==> config.mk <==
export PLATFORM = sky130hd
export DESIGN_NAME = mem_port_arbiter
export DESIGN_NICKNAME = d
export VERILOG_FILES = /design/src/rtl/cpu_mem_pkg.sv /design/src/rtl/mem_arb_perf.sv /design/src/rtl/mem_port_arbiter.sv
export SDC_FILE = /design/constraint.sdc
export NUM_CORES = 1
export LEC_CHECK = 0
export CAP_MARGIN = 20
export CORE_AREA = 2 2 142 144
export DETAILED_ROUTE_END_ITERATION = 8
export DIE_AREA = 0 0 144 146
export PLACE_DENSITY = 0.77
export SYNTH_ARGS = -nofsm -noshare
export SYNTH_HDL_FRONTEND = slang
export SYNTH_SLANG_ARGS = --single-unit
==> constraint.sdc <==
create_clock -name clock -period 5.2 [get_ports clock]
set_clock_uncertainty 0.2 [all_clocks]
set_input_delay 0.52 -clock clock [delete_from_list [all_inputs] [get_ports clock]]
set_output_delay 0.52 -clock clock [all_outputs]
set_load 0.05 [all_outputs]
==> src/rtl/cpu_mem_pkg.sv <==
// Shared types and defaults for the memory port arbiter.
//   arb_state_e : transaction sequencer states (idle, issue, wait, response)
//   owner_e     : which requester owns the transaction in flight
//   ADDR_W_DEF / DATA_W_DEF : default address and data widths
package cpu_mem_pkg;

  localparam int unsigned ADDR_W_DEF = 32;
  localparam int unsigned DATA_W_DEF = 32;

  typedef enum logic [1:0] {
    StIdle,
    StIssue,
    StWait,
    StResp
  } arb_state_e;

  typedef enum logic [1:0] {
    OwnNone,
    OwnInstr,
    OwnData
  } owner_e;

endpackage

==> src/rtl/mem_arb_perf.sv <==
// Performance counters for the memory port arbiter.
// Counts instruction grants, data grants and stall-high cycles; all three wrap around and
// are cleared by reset.
// Ports:
//   clock, reset            : clock and asynchronous active-high reset
//   if_gnt, d_gnt, stall    : events to count (sampled each rising edge)
//   perf_if_gnt, perf_d_gnt,
//   perf_stall              : 32-bit counter values
module mem_arb_perf (
  input  logic        clock,
  input  logic        reset,
  input  logic        if_gnt,
  input  logic        d_gnt,
  input  logic        stall,
  output logic [31:0] perf_if_gnt,
  output logic [31:0] perf_d_gnt,
  output logic [31:0] perf_stall
);

  logic [31:0] if_cnt_q, d_cnt_q, stall_cnt_q;

  always_ff @(posedge clock or posedge reset) begin
    if (reset) begin
      if_cnt_q    <= '0;
      d_cnt_q     <= '0;
      stall_cnt_q <= '0;
    end else begin
      if (if_gnt) if_cnt_q    <= if_cnt_q + 32'd1;
      if (d_gnt)  d_cnt_q     <= d_cnt_q + 32'd1;
      if (stall)  stall_cnt_q <= stall_cnt_q + 32'd1;
    end
  end

  assign perf_if_gnt = if_cnt_q;
  assign perf_d_gnt  = d_cnt_q;
  assign perf_stall  = stall_cnt_q;

endmodule

==> src/rtl/mem_port_arbiter.sv <==
// Arbitrates instruction fetch and load/store access to one single-ported, fixed-latency
// memory. One transaction at a time: grant (IDLE) -> strobe (ISSUE) -> MEM_LAT cycles
// (WAIT) -> one-cycle response pulse (RESP).
// Optional feature macro: ARB_PERF_CNT_EN adds live grant/stall counters; without it the
// perf_* ports read 0.
// Ports:
//   clock, reset                      : clock, asynchronous active-high reset
//   if_req/if_addr/if_gnt             : fetch request, address, combinational grant
//   if_rvalid/if_rdata                : fetch response pulse and instruction
//   d_req/d_we/d_addr/d_wdata/d_gnt   : load/store request side, combinational grant
//   d_rvalid/d_rdata                  : load data or store acknowledge pulse
//   m_req/m_we/m_addr/m_wdata/m_rdata : memory side, registered strobe
//   stall                             : pipeline stall request
//   perf_if_gnt/perf_d_gnt/perf_stall : performance counters
module mem_port_arbiter
  import cpu_mem_pkg::*;
#(
  parameter int unsigned ADDR_W     = ADDR_W_DEF,
  parameter int unsigned DATA_W     = DATA_W_DEF,
  parameter int unsigned MEM_LAT    = 2,
  parameter int unsigned STARVE_MAX = 4
) (
  input  logic              clock,
  input  logic              reset,
  input  logic              if_req,
  input  logic [ADDR_W-1:0] if_addr,
  output logic              if_gnt,
  output logic              if_rvalid,
  output logic [DATA_W-1:0] if_rdata,
  input  logic              d_req,
  input  logic              d_we,
  input  logic [ADDR_W-1:0] d_addr,
  input  logic [DATA_W-1:0] d_wdata,
  output logic              d_gnt,
  output logic              d_rvalid,
  output logic [DATA_W-1:0] d_rdata,
  output logic              m_req,
  output logic              m_we,
  output logic [ADDR_W-1:0] m_addr,
  output logic [DATA_W-1:0] m_wdata,
  input  logic [DATA_W-1:0] m_rdata,
  output logic              stall,
  output logic [31:0]       perf_if_gnt,
  output logic [31:0]       perf_d_gnt,
  output logic [31:0]       perf_stall
);

  localparam int unsigned CntW = $clog2(MEM_LAT + 1);
  localparam int unsigned StrW = (STARVE_MAX > 0) ? $clog2(STARVE_MAX + 1) : 1;

  arb_state_e state_q, state_d;
  owner_e     owner_q, owner_d;
  logic [StrW-1:0] streak_q, streak_d;
  logic [CntW-1:0] cnt_q, cnt_d;
  logic grant_i, grant_d;

  logic              m_req_q, m_we_q, we_q;
  logic [ADDR_W-1:0] m_addr_q;
  logic [DATA_W-1:0] m_wdata_q, if_rdata_q, d_rdata_q;
  logic              if_rvalid_q, d_rvalid_q;

  always_comb begin
    state_d  = state_q;
    owner_d  = owner_q;
    streak_d = streak_q;
    cnt_d    = cnt_q;
    grant_i  = 1'b0;
    grant_d  = 1'b0;
    unique case (state_q)
      StIdle: begin
        // Grants are combinational, so they must be masked while reset is held.
        if (!reset) begin
          if (d_req && !(if_req && streak_q == StrW'(STARVE_MAX))) begin
            grant_d = 1'b1;
          end else if (if_req) begin
            grant_i = 1'b1;
          end
        end
        if (grant_d) begin
          owner_d = OwnData;
          state_d = StIssue;
          if (!if_req) begin
            streak_d = '0;
          end else if (streak_q != StrW'(STARVE_MAX)) begin
            streak_d = streak_q + 1'b1;
          end
        end else if (grant_i) begin
          owner_d  = OwnInstr;
          state_d  = StIssue;
          streak_d = '0;
        end
      end
      StIssue: begin
        cnt_d   = CntW'(MEM_LAT);
        state_d = StWait;
      end
      StWait: begin
        cnt_d = cnt_q - 1'b1;
        if (cnt_q == CntW'(1)) state_d = StResp;
      end
      StResp: begin
        state_d = StIdle;
        owner_d = OwnNone;
      end
      default: state_d = StIdle;
    endcase
  end

  always_ff @(posedge clock or posedge reset) begin
    if (reset) begin
      state_q  <= StIdle;
      owner_q  <= OwnNone;
      streak_q <= '0;
      cnt_q    <= '0;
    end else begin
      state_q  <= state_d;
      owner_q  <= owner_d;
      streak_q <= streak_d;
      cnt_q    <= cnt_d;
    end
  end

  // The memory strobe registers are loaded at the grant edge, so they are live exactly
  // during ISSUE and fall back to 0 on the following edge.
  always_ff @(posedge clock or posedge reset) begin
    if (reset) begin
      m_req_q     <= 1'b0;
      m_we_q      <= 1'b0;
      we_q        <= 1'b0;
      m_addr_q    <= '0;
      m_wdata_q   <= '0;
      if_rvalid_q <= 1'b0;
      d_rvalid_q  <= 1'b0;
      if_rdata_q  <= '0;
      d_rdata_q   <= '0;
    end else begin
      m_req_q     <= 1'b0;
      m_we_q      <= 1'b0;
      m_addr_q    <= '0;
      m_wdata_q   <= '0;
      if_rvalid_q <= 1'b0;
      d_rvalid_q  <= 1'b0;
      if (grant_d) begin
        m_req_q   <= 1'b1;
        m_we_q    <= d_we;
        we_q      <= d_we;
        m_addr_q  <= d_addr;
        m_wdata_q <= d_wdata;
      end else if (grant_i) begin
        m_req_q  <= 1'b1;
        we_q     <= 1'b0;
        m_addr_q <= if_addr;
      end
      if (state_q == StWait && cnt_q == CntW'(1)) begin
        if (owner_q == OwnInstr) begin
          if_rvalid_q <= 1'b1;
          if_rdata_q  <= m_rdata;
        end else if (owner_q == OwnData) begin
          d_rvalid_q <= 1'b1;
          // A store only acknowledges; the last load data stays visible.
          if (!we_q) d_rdata_q <= m_rdata;
        end
      end
    end
  end

  assign if_gnt    = grant_i;
  assign d_gnt     = grant_d;
  assign if_rvalid = if_rvalid_q;
  assign if_rdata  = if_rdata_q;
  assign d_rvalid  = d_rvalid_q;
  assign d_rdata   = d_rdata_q;
  assign m_req     = m_req_q;
  assign m_we      = m_we_q;
  assign m_addr    = m_addr_q;
  assign m_wdata   = m_wdata_q;
  assign stall     = !reset && ((state_q != StIdle) || (if_req && d_req));

`ifdef ARB_PERF_CNT_EN
  mem_arb_perf u_perf (
    .clock       (clock),
    .reset       (reset),
    .if_gnt      (grant_i),
    .d_gnt       (grant_d),
    .stall       (stall),
    .perf_if_gnt (perf_if_gnt),
    .perf_d_gnt  (perf_d_gnt),
    .perf_stall  (perf_stall)
  );
`else
  assign perf_if_gnt = '0;
  assign perf_d_gnt  = '0;
  assign perf_stall  = '0;
`endif

endmodule

==> impl_metrics.yaml <==
yosys:
  yosysTopAreaCellShare_pct: 59.5
  synth_seq_cells: 142
  synth_sequential_area_ratio_pct: 59.5
  synthesis.instances: 439
  ys_types: 37
  yosys.area.top_type: "dfrtp_1"
  yosys_warnings: 0
  synth_edf_count: 0
  syn_area_um2: 5970
  synth-async-reset-ratio_pct: 100
  ys_top_cells_by_area: "dfrtp_1 59%, buf_4 13%, mux2_2 11%"
  syn_area_per_cell_um2: 13.6
  synth_ff_type: "dfrtp_1"
global_routing:
  grt_max_degree: 68
  track_usage_pct: 14.5
  antenna_found_initial: 1
  grt_remaining_overflow: 0
  grt_pass1_vias: 4070
  grt_pass1_wl_um: 22800
die:
  num_rows: 51
  core_area_um2: 19300
  io-pin-count: 364
  initial_core_util_pct: 30.9
  chipHeight_um: 146
  die_x_um: 144
  dieArea_um2: 21000
clock_tree:
  cts_buffer_depth: 2
  post-cts-setup-buffers: 0
  cts_root_buffer: "clkbuf_16"
  cts_buffers: 17
  htree_levels: 4
  cts_tree: "done"
  insertion_delay_ns: 0.41
  cts.sinks: 142
  ctsHoldBuffers: 0
  cts_resized: 0
  clk_pin_slew_ns: 0.06
drt:
  drcViolationCount: 0
  drt_first_pass_iters: 4
  drt_first_iter_violations: 101
  wl_per_cell_um: 15.5
  num_vias: 4065
  drt_wl_total_um: 15300
  ant_nets: 0
  via_per_inst: 4.10
sta:
  setup_viol_count_final: 0
  finalCritPeriodShare_pct: 64.2
  fin_hold_ws_ns: 0.285
  period_needed_ns: 3.34
  max_slew_margin_pct: 56.8
  fmax_mhz: 299
  finalHoldViolations: 0
  tightest_slew_ns: 0.648
  rsz0062_at_grt: "false"
  slew_violations: 0
  setup_tns_ns: 0
placement:
  port_buffers: 267
  post_dp_cell_area_um2: 8560
  place_hpwl_um: 11500
  gp_congestion: 0.805
  dp.cells: 960
finish:
  final_cell_area_um2: 9120
  regArea_um2: 3550
  drive_above_1_share_pct: 14.4
  diodes: 0
  area_delta_synth_final_pct: 52.6
  stdcell_count: 992
  fillers: 1807
  fin_nets: 853
  multi_input_area_um2: 1900
worst_setup_path:
  arrival_ns: 2.62
  cp-end-kind: "output pin"
  critPathMaxStageDelay_ns: 0.87
  path_class: "reg -> out"
  startpoint_type: "register"
  cp_max_fo: 7
  cp.required_ns: 4.48
  cp_slowest_cell: "clkdlybuf4s50_1"
  path_cells: "inv_1 -> ha_1 -> nand2b_1 -> a211oi_4 -> clkdlybuf4s50_1"
power_and_ir_drop:
  power.density_nw_per_um2: 511
  vdd_drop_max_mv: 0.202
  power.total_w: 0.00466
  leakagePower_nw: 4.16
outcome:
  status: "finished clean"
run:
  maxCapViolCount: 0
hold_path:
  min_path_type: "reg -> reg"
-- metal layers --
layer | global-route usage [%] | up-vias | share of wire, %
met1 | 16.7 | 1979 | 38
li1 | - | 1841 | -
met4 | 5.69 | 2 | 1.5
met5 | 0 | - | 0.085
met2 | 24.6 | 227 | 50
met3 | 5.17 | 16 | 10
-- registers in the layout (all words and copies together), names as in the netlist, 2 cells and up --
| register | flops |
|---|---|
| owner_q | 2 |
| m_wdata | 32 |
| m_addr | 32 |
| cnt_q | 2 |
| streak_q | 3 |
| state_q | 2 |
| d_rdata | 32 |
| if_rdata | 32 |
-- critical path: cells and delay by family (launching register included) --
| family | cells | cell delay, ns |
|---|---|---|
| fa+ha+maj | 1 | 0.30 |
| flops | 1 | 0.40 |
| buf+inv | 2 | 0.96 |
| simple gates | 1 | 0.20 |
| compound gates | 1 | 0.35 |
-- kinds of logic after synthesis --
logic type / synth area share, %
fa+ha+maj: 1.26
mux: 12.3
flops: 59.5
other cells: 0.0628
buf+inv: 14.8
simple gates: 5.15
compound gates: 7.04
-- cells in the mapped netlist (2+ instances only) --
cell type  count
dfrtp_1      142
buf_4        100
mux2_2        61
and2_1        33
a22o_1        32
inv_1         14
ha_1           6
o21ai_0        5
buf_2          4
mux2_1         4
buf_6          3
clkbuf_1       3
nand2_1        3
nand3_1        3
clkbuf_2       2
nor2_1         2
nor3b_1        2
-- layout by cell type (no fill, tap or decap), types with 2 or more instances in the layout --
| cell type | n |
|---|---|
| clkbuf_16 | 17 |
| o21ai_0 | 5 |
| nor2_1 | 2 |
| inv_8 | 2 |
| nand3_1 | 3 |
| conb_1 | 96 |
| a22o_1 | 32 |
| nand2_1 | 3 |
| clkdlybuf4s50_1 | 267 |
| ha_1 | 6 |
| nor3b_1 | 2 |
| dfrtp_1 | 142 |
| mux2_1 | 4 |
| inv_6 | 7 |
| clkinvlp_4 | 6 |
| inv_1 | 13 |
| and2_1 | 33 |
| buf_4 | 6 |
| mux2_2 | 61 |
-- layout make-up --
cell class / instances / share of cell area (%)
clock buffer: 18 / 4.82
clock inverter: 14 / 1.32
inverter: 15 / 0.672
multi-input combinational: 265 / 20.8
sequential: 142 / 39.0
tap: 265 / 3.64
timing repair buffer: 273 / 29.8
-- worst paths after layout --
| path | startpoint | to | cells past startpoint | slack, ns |
|---|---|---|---|---|
| max | state_q[0] | if_gnt | 5 | 1.86 |
| max in group asynchronous | reset | m_addr[15] | 3 | 3.32 |
| min reg2reg | d_rdata[3] | d_rdata[3] | 1 | 0.29 |
| max reg2reg | state_q[0] | m_addr[18] | 7 | 2.86 |
| min | d_rdata[3] | d_rdata[3] | 1 | 0.29 |
| min in group asynchronous | reset | owner_q[0] | 2 | 0.46 |
-- power breakdown --
| group | switching (W) | internal [W] |
|---|---|---|
| Sequential | 0.000132 | 0.00136 |
| Combinational | 0.00132 | 0.000698 |
| Clock | 0.000514 | 0.000638 |
| Total | 0.00196 | 0.00270 |
-- stage by stage --
step | worst slack, ns | util, %
2_1_floorplan | 0.670 | -
3_3_place_gp | 1.88 | 44.3
3_5_place_dp | 1.87 | 44.3
4_1_cts | 1.80 | 47.2
5_1_grt | 1.70 | 47.2
6_report | 1.86 | 47.2
Power figures use the tool's default switching activity.
